[config.mk]
export PLATFORM = sky130hd
export DESIGN_NAME = decode_issue
export DESIGN_NICKNAME = d
export VERILOG_FILES = /design/src/rtl/decode_issue.sv
export SDC_FILE = /design/constraint.sdc
export NUM_CORES = 1
export LEC_CHECK = 0
export CORE_MARGIN = 5
export CORE_UTILIZATION = 40
export CTS_CLUSTER_SIZE = 14
export DETAILED_ROUTE_END_ITERATION = 8
export GPL_TIMING_DRIVEN = 0
export REMOVE_ABC_BUFFERS = 1
export SLEW_MARGIN = 20
export SYNTH_ARGS = -nofsm -noshare
export SYNTH_HDL_FRONTEND = slang
export SYNTH_SLANG_ARGS = --single-unit
[constraint.sdc]
create_clock -name clk -period 1.8 [get_ports clk]
set_clock_uncertainty 0.05 [all_clocks]
set_input_delay 0.18 -clock clk [delete_from_list [all_inputs] [get_ports clk]]
set_output_delay 0.18 -clock clk [all_outputs]
set_load 0.01 [all_outputs]
[src/rtl/decode_issue.sv]
// MIPS-subset decoder feeding a 2-entry skid FIFO of decoded ops toward the exec stage.
// in_ready depends only on registered occupancy, so out_ready never reaches it combinationally.
module decode_issue (
  input  logic        clk,
  input  logic        rst_n,
  input  logic        in_valid,
  input  logic [31:0] in_instr,
  output logic        in_ready,
  output logic        out_valid,
  input  logic        out_ready,
  input  logic        flush,
  output logic [4:0]  rs_addr,
  output logic [4:0]  rt_addr,
  output logic [4:0]  rd_addr,
  output logic [31:0] imm,
  output logic [11:0] aluop,
  output logic        alu_src,
  output logic        branch,
  output logic        reg_write,
  output logic        illegal
);

  localparam logic [11:0] AluAdd  = 12'h001;
  localparam logic [11:0] AluSub  = 12'h002;
  localparam logic [11:0] AluAnd  = 12'h004;
  localparam logic [11:0] AluOr   = 12'h008;
  localparam logic [11:0] AluXor  = 12'h010;
  localparam logic [11:0] AluNor  = 12'h020;
  localparam logic [11:0] AluSlt  = 12'h040;
  localparam logic [11:0] AluSltu = 12'h080;
  localparam logic [11:0] AluSll  = 12'h100;
  localparam logic [11:0] AluSrl  = 12'h200;
  localparam logic [11:0] AluSra  = 12'h400;
  localparam logic [11:0] AluLui  = 12'h800;

  typedef struct packed {
    logic [4:0]  rs;
    logic [4:0]  rt;
    logic [4:0]  rd;
    logic [31:0] imm;
    logic [11:0] aluop;
    logic        alu_src;
    logic        branch;
    logic        reg_write;
    logic        illegal;
  } op_t;

  op_t         dec;
  logic        legal;
  logic [5:0]  opcode;
  logic [5:0]  funct;
  logic [31:0] simm;
  logic [31:0] zimm;

  assign opcode = in_instr[31:26];
  assign funct  = in_instr[5:0];
  assign simm   = {{16{in_instr[15]}}, in_instr[15:0]};
  assign zimm   = {16'b0, in_instr[15:0]};

  always_comb begin
    dec    = '0;
    legal  = 1'b1;
    dec.rs = in_instr[25:21];
    dec.rt = in_instr[20:16];
    case (opcode)
      6'h00: begin
        dec.rd  = in_instr[15:11];
        dec.imm = {27'b0, in_instr[10:6]};
        case (funct)
          6'h20, 6'h21: dec.aluop = AluAdd;
          6'h22, 6'h23: dec.aluop = AluSub;
          6'h24:        dec.aluop = AluAnd;
          6'h25:        dec.aluop = AluOr;
          6'h26:        dec.aluop = AluXor;
          6'h27:        dec.aluop = AluNor;
          6'h2A:        dec.aluop = AluSlt;
          6'h2B:        dec.aluop = AluSltu;
          6'h00:        dec.aluop = AluSll;
          6'h02:        dec.aluop = AluSrl;
          6'h03:        dec.aluop = AluSra;
          default:      legal     = 1'b0;
        endcase
      end
      6'h08, 6'h09: begin dec.aluop = AluAdd;  dec.imm = simm; end
      6'h0A:        begin dec.aluop = AluSlt;  dec.imm = simm; end
      6'h0B:        begin dec.aluop = AluSltu; dec.imm = simm; end
      6'h0C:        begin dec.aluop = AluAnd;  dec.imm = zimm; end
      6'h0D:        begin dec.aluop = AluOr;   dec.imm = zimm; end
      6'h0E:        begin dec.aluop = AluXor;  dec.imm = zimm; end
      6'h0F:        begin dec.aluop = AluLui;  dec.imm = {in_instr[15:0], 16'b0}; end
      6'h04: begin
        dec.branch = 1'b1;
        dec.aluop  = AluSub;
        dec.imm    = simm;
      end
      default: legal = 1'b0;
    endcase
    // I-type ops write rt and take the immediate as operand 2
    if (opcode[5:3] == 3'b001) begin
      dec.rd      = in_instr[20:16];
      dec.alu_src = 1'b1;
    end
    if (!legal) begin
      dec         = '0;
      dec.rs      = in_instr[25:21];
      dec.rt      = in_instr[20:16];
      dec.illegal = 1'b1;
    end
    dec.reg_write = legal && !dec.branch && (dec.rd != 5'd0);
  end

  op_t        mem_q [2];
  logic       wr_ptr_q, wr_ptr_d;
  logic       rd_ptr_q, rd_ptr_d;
  logic [1:0] count_q, count_d;
  logic       accept, consume;
  op_t        head;

  assign in_ready  = (count_q != 2'd2);
  assign out_valid = (count_q != 2'd0);
  assign accept    = in_valid && in_ready;
  assign consume   = out_valid && out_ready;

  always_comb begin
    wr_ptr_d = wr_ptr_q;
    rd_ptr_d = rd_ptr_q;
    count_d  = count_q;
    if (flush) begin
      wr_ptr_d = 1'b0;
      rd_ptr_d = 1'b0;
      count_d  = 2'd0;
    end else begin
      if (accept)  wr_ptr_d = ~wr_ptr_q;
      if (consume) rd_ptr_d = ~rd_ptr_q;
      case ({accept, consume})
        2'b10:   count_d = count_q + 2'd1;
        2'b01:   count_d = count_q - 2'd1;
        default: count_d = count_q;
      endcase
    end
  end

  always_ff @(posedge clk or negedge rst_n) begin
    if (!rst_n) begin
      wr_ptr_q <= 1'b0;
      rd_ptr_q <= 1'b0;
      count_q  <= 2'd0;
      mem_q[0] <= '0;
      mem_q[1] <= '0;
    end else begin
      wr_ptr_q <= wr_ptr_d;
      rd_ptr_q <= rd_ptr_d;
      count_q  <= count_d;
      if (accept && !flush) mem_q[wr_ptr_q] <= dec;
    end
  end

  assign head      = out_valid ? mem_q[rd_ptr_q] : '0;
  assign rs_addr   = head.rs;
  assign rt_addr   = head.rt;
  assign rd_addr   = head.rd;
  assign imm       = head.imm;
  assign aluop     = head.aluop;
  assign alu_src   = head.alu_src;
  assign branch    = head.branch;
  assign reg_write = head.reg_write;
  assign illegal   = head.illegal;

endmodule

# Yosys cells after proc, flatten, opt, wreduce, memory -nomap -nowiden
# Index checks and enable logic that the tools add are counted.
# W data, S select, Z words.
# totals
reg_bits,130
out_inout_bits,65
# op_classes
add_sub_neg,2
magnitude_cmp,3
n_eq_ne,25
n_mux,22
bitwise,4
reduce_logical,20
# op_table
op,n
$pmux W44 S9,1
$mux W63,5
$bwmux W126,1
$pmux W11 S11,1
$demux W63 S1,1
$eq A6 B6 Y1 const B,10
$mux W53,1
$eq A6 B4 Y1 const B,8
$reduce_or A13 Y1,1
$eq A6 B2 Y1 const B,2
$logic_not A6 Y1,2
$mux W5,2
$reduce_or A9 Y1,1
$mux W1,7
$eq A6 B3 Y1 const B,1
$logic_and A1 B1 Y1,6
$reduce_bool A2 Y1,3
$reduce_or A2 Y1,3
$reduce_bool A5 Y1,1
$ge A2 B2 Y1 const B,2
$not A1 Y2,2
$pmux W2 S2,1
$eq A3 B1 Y1 const B,1
$reduce_bool A3 Y1,1
other kinds (10),12

# Longest topological paths before layout
# Gate-level depths: netlist of the first run.
# depth
depth_word,9
ltp_mapped,8

# Worst setup path after synthesis of the first run
# OpenSTA, ideal clock, no wires.
# synth_path
kind,reg-to-reg
from,register count_q[0]
to,register mem_q[111] (netlist name)
t_arrival_ps,1683
slack_ps,-29
path_stages_with_launch,9
period_less_slack_ps,1829
path_cell_list,dfrtp_1 -> nand2b_1 -> buf_2 -> nand4bb_1 -> clkbuf_1 -> clkbuf_1 -> clkbuf_1 -> nand2_1 -> o31ai_1
# synth_via
elab_chain_cells,3
# synth_lines
item,line_no,source
from (decl),115,"logic [1:0] count_q, count_d;"
from (signal assigned),153,count_q <= count_d;
$ne A2 B2 Y1,119,assign in_ready = (count_q != 2'd2);
via in_ready,8,"output logic in_ready,"
$logic_and A1 B1 Y1,121,assign accept = in_valid && in_ready;
$logic_and A1 B1 Y1,154,if (accept && !flush) mem_q[wr_ptr_q] <= dec;
to (decl),112,op_t mem_q [2];
# The timed path passes the listed nets, and every way through them passes these cells.
# A chain may end at the register's enable or synchronous reset.

# Final worst setup path of the first run
# layout_path
from,register rd_ptr_q
to,output imm[29]
# layout_via
elab_chain_cells,5
# layout_lines
item,line_no,source
from (decl),114,"logic rd_ptr_q, rd_ptr_d;"
from (signal assigned),152,rd_ptr_q <= rd_ptr_d;
$not A1 Y2 (implied by the code),158,assign head = out_valid ? mem_q[rd_ptr_q] : '0;
$mux W63 (implied by the code) (3 in a row),158,
$mux W63,158,
to (decl),15,"output logic [31:0] imm,"
# Every way passes these cells. The select of a mux whose other input is x is not followed.

==> key figures, run 1 <==
Worst setup path
  – Critical path required time: 1.57 ns
  – Top delay family on crit path: buffers and inverters
  – Critical setup path kind: flop to output pin
  – Slowest stage cell, crit path: dfrtp_4
  – Stages on worst setup path: 5
  – Worst reg-to-reg path cell count: 6
  – CP peak stage delay: 0.52 ns
  – Worst-path cell chain: buf_12 > buf_16 > mux2i_2 > nor2_1 > dlygate4sd2_1
  – CP endpoint kind: output pin
  – Reg2Reg Setup Slack: 0.07 ns
  – Critical Path AT: about 1.8 ns
  – CP startpoint kind: flop
  – CP max FO: 5
  – WP buf/inv: 3

Global routing
  – Global-route usage over all layers: 22.8%
  – First-pass GRT wire length: 32.5 mm
  – Vias in the first global route: 5912
  – GR Overflow Total: 0
  – Largest net degree at the start of global routing: 79
  – Antenna violations before repair: 0

Timing
  – Total negative setup slack: -4.59 ns
  – Rel. slew slack: between 40% and 50%
  – FMAX: 487 MHz
  – Final WS setup: -0.252 ns
  – Measured slew at the worst slew-check pin: 0.846 ns
  – Setup Viol. Count Final: 60
  – WHS: around 0.22 ns
  – Final hold vios: 0
  – Post-layout min period: 2.05 ns
  – Slew Viols, Final: 0
  – RSZ-0062 raised after global routing: true
  – Final Cycle Share: 114%

Synth
  – Synth Area per Inst: roughly 9.2 µm²
  – Ys flop type: dfrtp_1
  – Syn Std Cell Area: about 6400 µm²
  – Ys async rst share: 100%
  – Synth top area share: 50.9%
  – Number of synthesized flops with an enable pin: 0
  – Post-synthesis sequential area ratio: 50.9%
  – Warnings, synthesis: 0
  – Yosys cell types: 46
  – #FFs+latches synth: 130
  – Cell count after synthesis: 692
  – Top post-synthesis cells by area: dfrtp_1, mux2i_1, nand2_1, nor2_1, a21oi_1
  – Yosys top cell by area: dfrtp_1

Placed design
  – I/O Buffers: 101
  – Dpl cells: 973
  – Routability congestion estimate: 0.862
  – HPWL after detailed placement: approximately 12 mm

Floorplan
  – Core area: 15800 µm²
  – I/O pin total: 102
  – Die area: 18600 µm²
  – Placement Rows: 46
  – Initial Utilization: 40.5%
  – Overall die width: 136 µm
  – Die Height: between 100 and 150 µm

Status
  – Failing checks: setup timing
  – Run status: finished, violations left

Clock network
  – CTS buffer count: 17
  – Clk_lat worst skew: 0.42 ns
  – Clk slew on worst S/H paths: 0.06 ns
  – CTS Root Cell: clkbuf_16
  – CTS Buffer Depth: 2
  – Num Clock Sinks: 130
  – CTS tree: built
  – Htree depth: 4

Hold path
  – Tightest Hold Check Type: primary input to asynchronous set/reset pin

Cells and area
  – Diodes inserted: 0
  – # fillers: 1343
  – Share of layout cells above drive strength 1: 26.2%
  – P&R area growth vs syn: 42.8%
  – Final net count: 872
  – Non-filler instance count after layout: 1064

Pwr
  – Overall Power: 9.20 mW
  – P per Cell Area: 1010 nW/µm²
  – Leak: roughly 4 nW
  – Worst vdd ir: 0.000606 V

Drt
  – DRT iter0 DRCs: 460
  – Vias per Instance: 5.40
  – WL/cell: approximately 19 µm
  – Drt pass-1 iters: 5
  – Residual DRC: 0
  – Via count: 5746
  – DRT antenna net count: 0
  – Routed Wire Length: 20.3 mm

Job
  – MaxCap Viol Count: 0
cell usage after synthesis, types with 2 or more instances:
cell and instances:
nand2_1 153, dfrtp_1 130, nor2_1 102, mux2i_1 64, clkbuf_1 36, a21oi_1 35, o21ai_0 34, o31ai_1 19
o211ai_1 16, inv_1 11, mux2_2 11, buf_2 10, o221ai_1 10, nand2b_1 7, a32oi_1 5, nor3_1 4
mux2_1 3, or3_1 3, or4_1 3, nand3_1 2, nand4_1 2, nand4b_1 2, nor2_2 2, nor3b_1 2
o21a_1 2, o22ai_1 2, o32ai_1 2, xor2_1 2
routing by layer:
layer / vias to the layer above / wire [µm] / global-route usage [%]
met4: 0 / 425 / 8.62
met3: 39 / 1200 / 5.40
li1: 2670 / - / -
met5: - / 0 / 0
met2: 191 / 9960 / 36.7
met1: 2846 / 8750 / 29.9
cells in the final DEF, fill, tap and decap left out, types with 6 or more instances in the layout:
| cell | synthesis | final |
|---|---|---|
| dlygate4sd2_1 | 0 | 10 |
| o31ai_1 | 19 | 17 |
| buf_4 | 1 | 21 |
| clkdlybuf4s50_1 | 0 | 26 |
| nor2_1 | 102 | 98 |
| buf_12 | 0 | 16 |
| clkbuf_16 | 0 | 17 |
| o211ai_1 | 16 | 16 |
| a21oi_1 | 35 | 32 |
| buf_16 | 0 | 9 |
| buf_6 | 0 | 20 |
| mux2i_1 | 64 | 49 |
| nand2b_1 | 7 | 6 |
| inv_1 | 11 | 11 |
| o221ai_1 | 10 | 9 |
| nand2_1 | 153 | 153 |
| dfrtp_1 | 130 | 127 |
| buf_2 | 10 | 63 |
| o21ai_0 | 34 | 33 |
| mux2_2 | 11 | 11 |
| mux2i_4 | 0 | 7 |
| mux2i_2 | 0 | 8 |
final cells by class:
cell class                 count  area [µm²]  area share, %
inverter                      11        41.3          0.453
clock inverter                11         183           2.00
timing repair buffer         170        1680           18.4
sequential                   130        3260           35.7
tap                          216         270           2.96
multi-input combinational    505        3230           35.4
clock buffer                  21         460           5.05
sequential cells by signal (all words and copies together), names as in the netlist:
signal	cells
mem_q	126
count_q	2
rd_ptr_q	1
wr_ptr_q	1
worst paths after layout:
path | to | from
min reg2reg | mem_q[111] | mem_q[111]
max reg2reg | mem_q[80] | count_q[0]
max | imm[29] | rd_ptr_q
max in group asynchronous | mem_q[87] | rst_n
min in group clk | mem_q[95] | in_instr[0]
min | mem_q[122] | rst_n
report_power, final:
part	switching, mW	total (mW)	internal (mW)
logic	0.948	1.83	0.881
clock network	1.27	3.78	2.52
registers	0.264	3.59	3.32
kinds of logic (layout without fill, tap and decap cells):
logic type | Yosys count | count (layout) | synth area share, %
XOR/XNOR | 2 | 2 | 0.274
AO/OA/AOI/OAI | 130 | 130 | 13.2
buffers and inverters | 59 | 213 | 3.72
multiplexers | 78 | 78 | 12.5
flip-flops | 130 | 130 | 50.9
AND/OR/NAND/NOR | 293 | 295 | 19.4
per-stage QoR:
step | util, % | area [µm²] | worst slack [ns]
3_3_place_gp | 47.4 | 7470 | -6.04
5_1_grt | 57.8 | 9120 | -0.279
4_1_cts | 56.6 | 8920 | -0.258
6_report | 57.8 | 9120 | -0.252
2_1_floorplan | - | 6190 | -2.58
3_5_place_dp | 49.0 | 7730 | -1.08
timing repair:
item                                    CTS  global route
resized for setup                       319            23
endpoints found under the setup margin  189            90
gates cloned                              9             0
pin swaps                                16            20
endpoints found under the hold margin    52             0
hold buffers                              1             0
buffers inserted                         38            13
Note: power is estimated with default switching activity, not from simulation.
==> run 2: changes to the inputs <==
- CAP_MARGIN: unset -> 20
==> results of run 2 <==
Same layout as run 1: the final DEF is identical, and so are final timing and power.
==> run 3: changes to the inputs <==
- CAP_MARGIN: 20 -> unset
- SLEW_MARGIN: 20 -> unset
==> run 3 against run 2 <==
Effect of this change: the flow still finishes with violations (setup timing); sequential power hardly changed; count of clock-buffer cells in the layout increased by 5; global-route usage decreased by 0.89 points; utilization fell by 1.4 points; total power shrank 7.4%.
==> key figures, run 3 (synthesis results as in run 1) <==
Drt
  – Drt pass-1 iters: 5 (unchanged)
  – Residual DRC: 0 (unchanged)
  – Routed Wire Length: 20.6 mm (+1.3%)
  – Vias per Instance: 5.46 (+1.0%)
  – Via count: 5735 (-0.19%)
  – DRT iter0 DRCs: 460 (unchanged)
  – WL/cell: 19.6 µm (+2.5%)
  – DRT antenna net count: 0 (unchanged)

Job
  – MaxCap Viol Count: 0 (unchanged)

Global routing
  – First-pass GRT wire length: 31.5 mm (-3.3%)
  – Antenna violations before repair: 0 (unchanged)
  – Largest net degree at the start of global routing: 79 (unchanged)
  – GR Overflow Total: 0 (unchanged)
  – Vias in the first global route: 5774 (-2.3%)
  – Global-route usage over all layers: 21.9% (-0.89 points)

Floorplan
  – Die area: 18600 µm² (unchanged)
  – Initial Utilization: 40.5% (unchanged)
  – Overall die width: 136 µm (unchanged)
  – Placement Rows: 46 (unchanged)
  – I/O pin total: 102 (unchanged)
  – Die Height: 136 µm (unchanged)
  – Core area: 15800 µm² (unchanged)

Cells and area
  – P&R area growth vs syn: 39.4%
  – Non-filler instance count after layout: 1051 (-1.2%)
  – Diodes inserted: 0 (unchanged)
  – Post-route cell area: 8910 µm² (-2.4%)
  – Share of layout cells above drive strength 1: 25.1% (-1.0 points)
  – Commonest cells after routing, fill and taps aside: nand2_1, dfrtp_1, nor2_1
  – Leading cell type in the layout, fill and taps excluded: nand2_1
  – Largest regs: mem_q (126), count_q (2)
  – Core Util, Final: 56.5% (-1.4 points)
  – Max reg flops: 126 (unchanged)
  – Final net count: 860 (-1.4%)
  – Largest Register: mem_q

Timing
  – Measured slew at the worst slew-check pin: 0.811 ns (-0.0351 ns)
  – Setup Viol. Count Final: 63 (+5.0%)
  – Post-layout min period: 1.97 ns (-0.0785 ns)
  – Rel. slew slack: 45.9% (+2.3 points)
  – FMAX: 507 MHz (+4.0%)
  – Slew Viols, Final: 0 (unchanged)
  – Final WS setup: -0.174 ns (+0.0785 ns)
  – Total negative setup slack: -5.19 ns (-0.596 ns)
  – Final hold vios: 0 (unchanged)
  – Final Cycle Share: 110% (-4.4 points)
  – RSZ-0062 raised after global routing: true

Worst setup path
  – CP endpoint kind: output pin
  – CP peak stage delay: 0.57 ns (+0.05 ns)
  – Top delay family on crit path: flip-flops
  – CP max FO: 6 (+1)
  – Critical setup path kind: flop to output pin
  – Reg2Reg Setup Slack: 0.09 ns (+0.02 ns)
  – Slowest stage cell, crit path: dfrtp_4
  – Critical path required time: 1.57 ns (about the same)
  – CP startpoint kind: flop
  – Worst-path cell chain: buf_6 > buf_12 > mux2i_2 > nor2_1 > buf_2
  – Critical Path AT: 1.74 ns (-0.08 ns)
  – WP buf/inv: 3 (unchanged)

Clock network
  – CTS Root Cell: clkbuf_16
  – CTS buffer count: 17 (unchanged)
  – Clk_lat worst skew: 0.42 ns (about the same)
  – Htree depth: 4 (unchanged)
  – Clk slew on worst S/H paths: 0.05 ns (about the same)
  – CTS tree: built
  – Num Clock Sinks: 130 (unchanged)
  – CTS Buffer Depth: 2 (unchanged)

Pwr
  – Worst vdd ir: 0.000603 V (-0.44%)
  – P per Cell Area: 957 nW/µm² (-5.1%)
  – Leak: 3.95 nW (-2.0%)

Status
  – Run status: finished, violations left
  – Failing checks: setup timing

Placed design
  – Routability congestion estimate: 0.862 (unchanged)
  – I/O Buffers: 101 (unchanged)
  – Dpl cells: 970 (-0.31%)
  – HPWL after detailed placement: 11.9 mm (-2.0%)
  – Placed inst area: 7700 µm² (-0.40%)

Hold path
  – Tightest Hold Check Type: primary input to asynchronous set/reset pin
## run 3: cell types whose count changed in the layout (fill, tap and decap cells not counted), moves of 4 or more
cell	change
buf_12	-4
buf_4	+4
buf_6	-15
bufinv_16	-5
clkbuf_16	+4
clkbuf_8	+4
## run 3: report_power, final
part	internal (mW)	leakage [nW]	switching, mW
sequential	3.33	1.70	0.265
combinational	0.819	1.97	0.933
clock	1.96	0.276	1.22
## run 3: stage by stage
step | hold slack [ns] | power [mW] | worst slack [ns]
finish | 0.219 | 8.52 | -0.174
global route | 0.256 | 8.92 | -0.215
CTS | 0.233 | 8.40 | -0.179
detailed placement | 0.114 | 5.04 | -1.49
global placement | 0.407 | 4.96 | -6.04
floorplan | -0.166 | 4.35 | -2.58
## run 3: timing repair
action	in CTS	in global routing
hold endpoints to repair	52	0
setup buffers	31	7
setup endpoints to repair	189	109
resized for setup	277	45
hold buffers	1	0
pin swaps	15	8
cloned	7	4
## run 3: area by class of cell
type / instances / area (µm²)
tap: 216 / 270
fill: 1375 / 6860
clock inverter: 5 / 25.0
sequential: 130 / 3260
timing repair buffer: 158 / 1560
clock buffer: 26 / 519
multi-input combinational: 505 / 3230
inverter: 11 / 41.3
## run 3: path summary, 6_finish.rpt
path | from | end | cells past startpoint
setup / recovery | rd_ptr_q | imm[16] | 5
hold / removal | rst_n | mem_q[122] | 2
setup reg to reg | count_q[0] | mem_q[33] | 7
hold reg to reg | mem_q[125] | mem_q[125] | 2
max in group asynchronous | rst_n | mem_q[103] | 3
min in group clk | in_instr[0] | mem_q[95] | 3
## run 3: worst reg2reg max path: cells and delay by family (launching register included)
family          cells  cell delay [ns]
simple gates        3             0.54
flops               1             0.40
buf+inv             3             0.52
compound gates      1             0.08
## run 3: routing by layer
layer / track usage (%) / up-vias / share of wire, %
li1: - / 2653 / -
met1: 29.3 / 2821 / 44
met2: 35.8 / 225 / 48
met3: 4.37 / 36 / 5.8
met4: 7.22 / 0 / 2.1
met5: 0 / - / 0
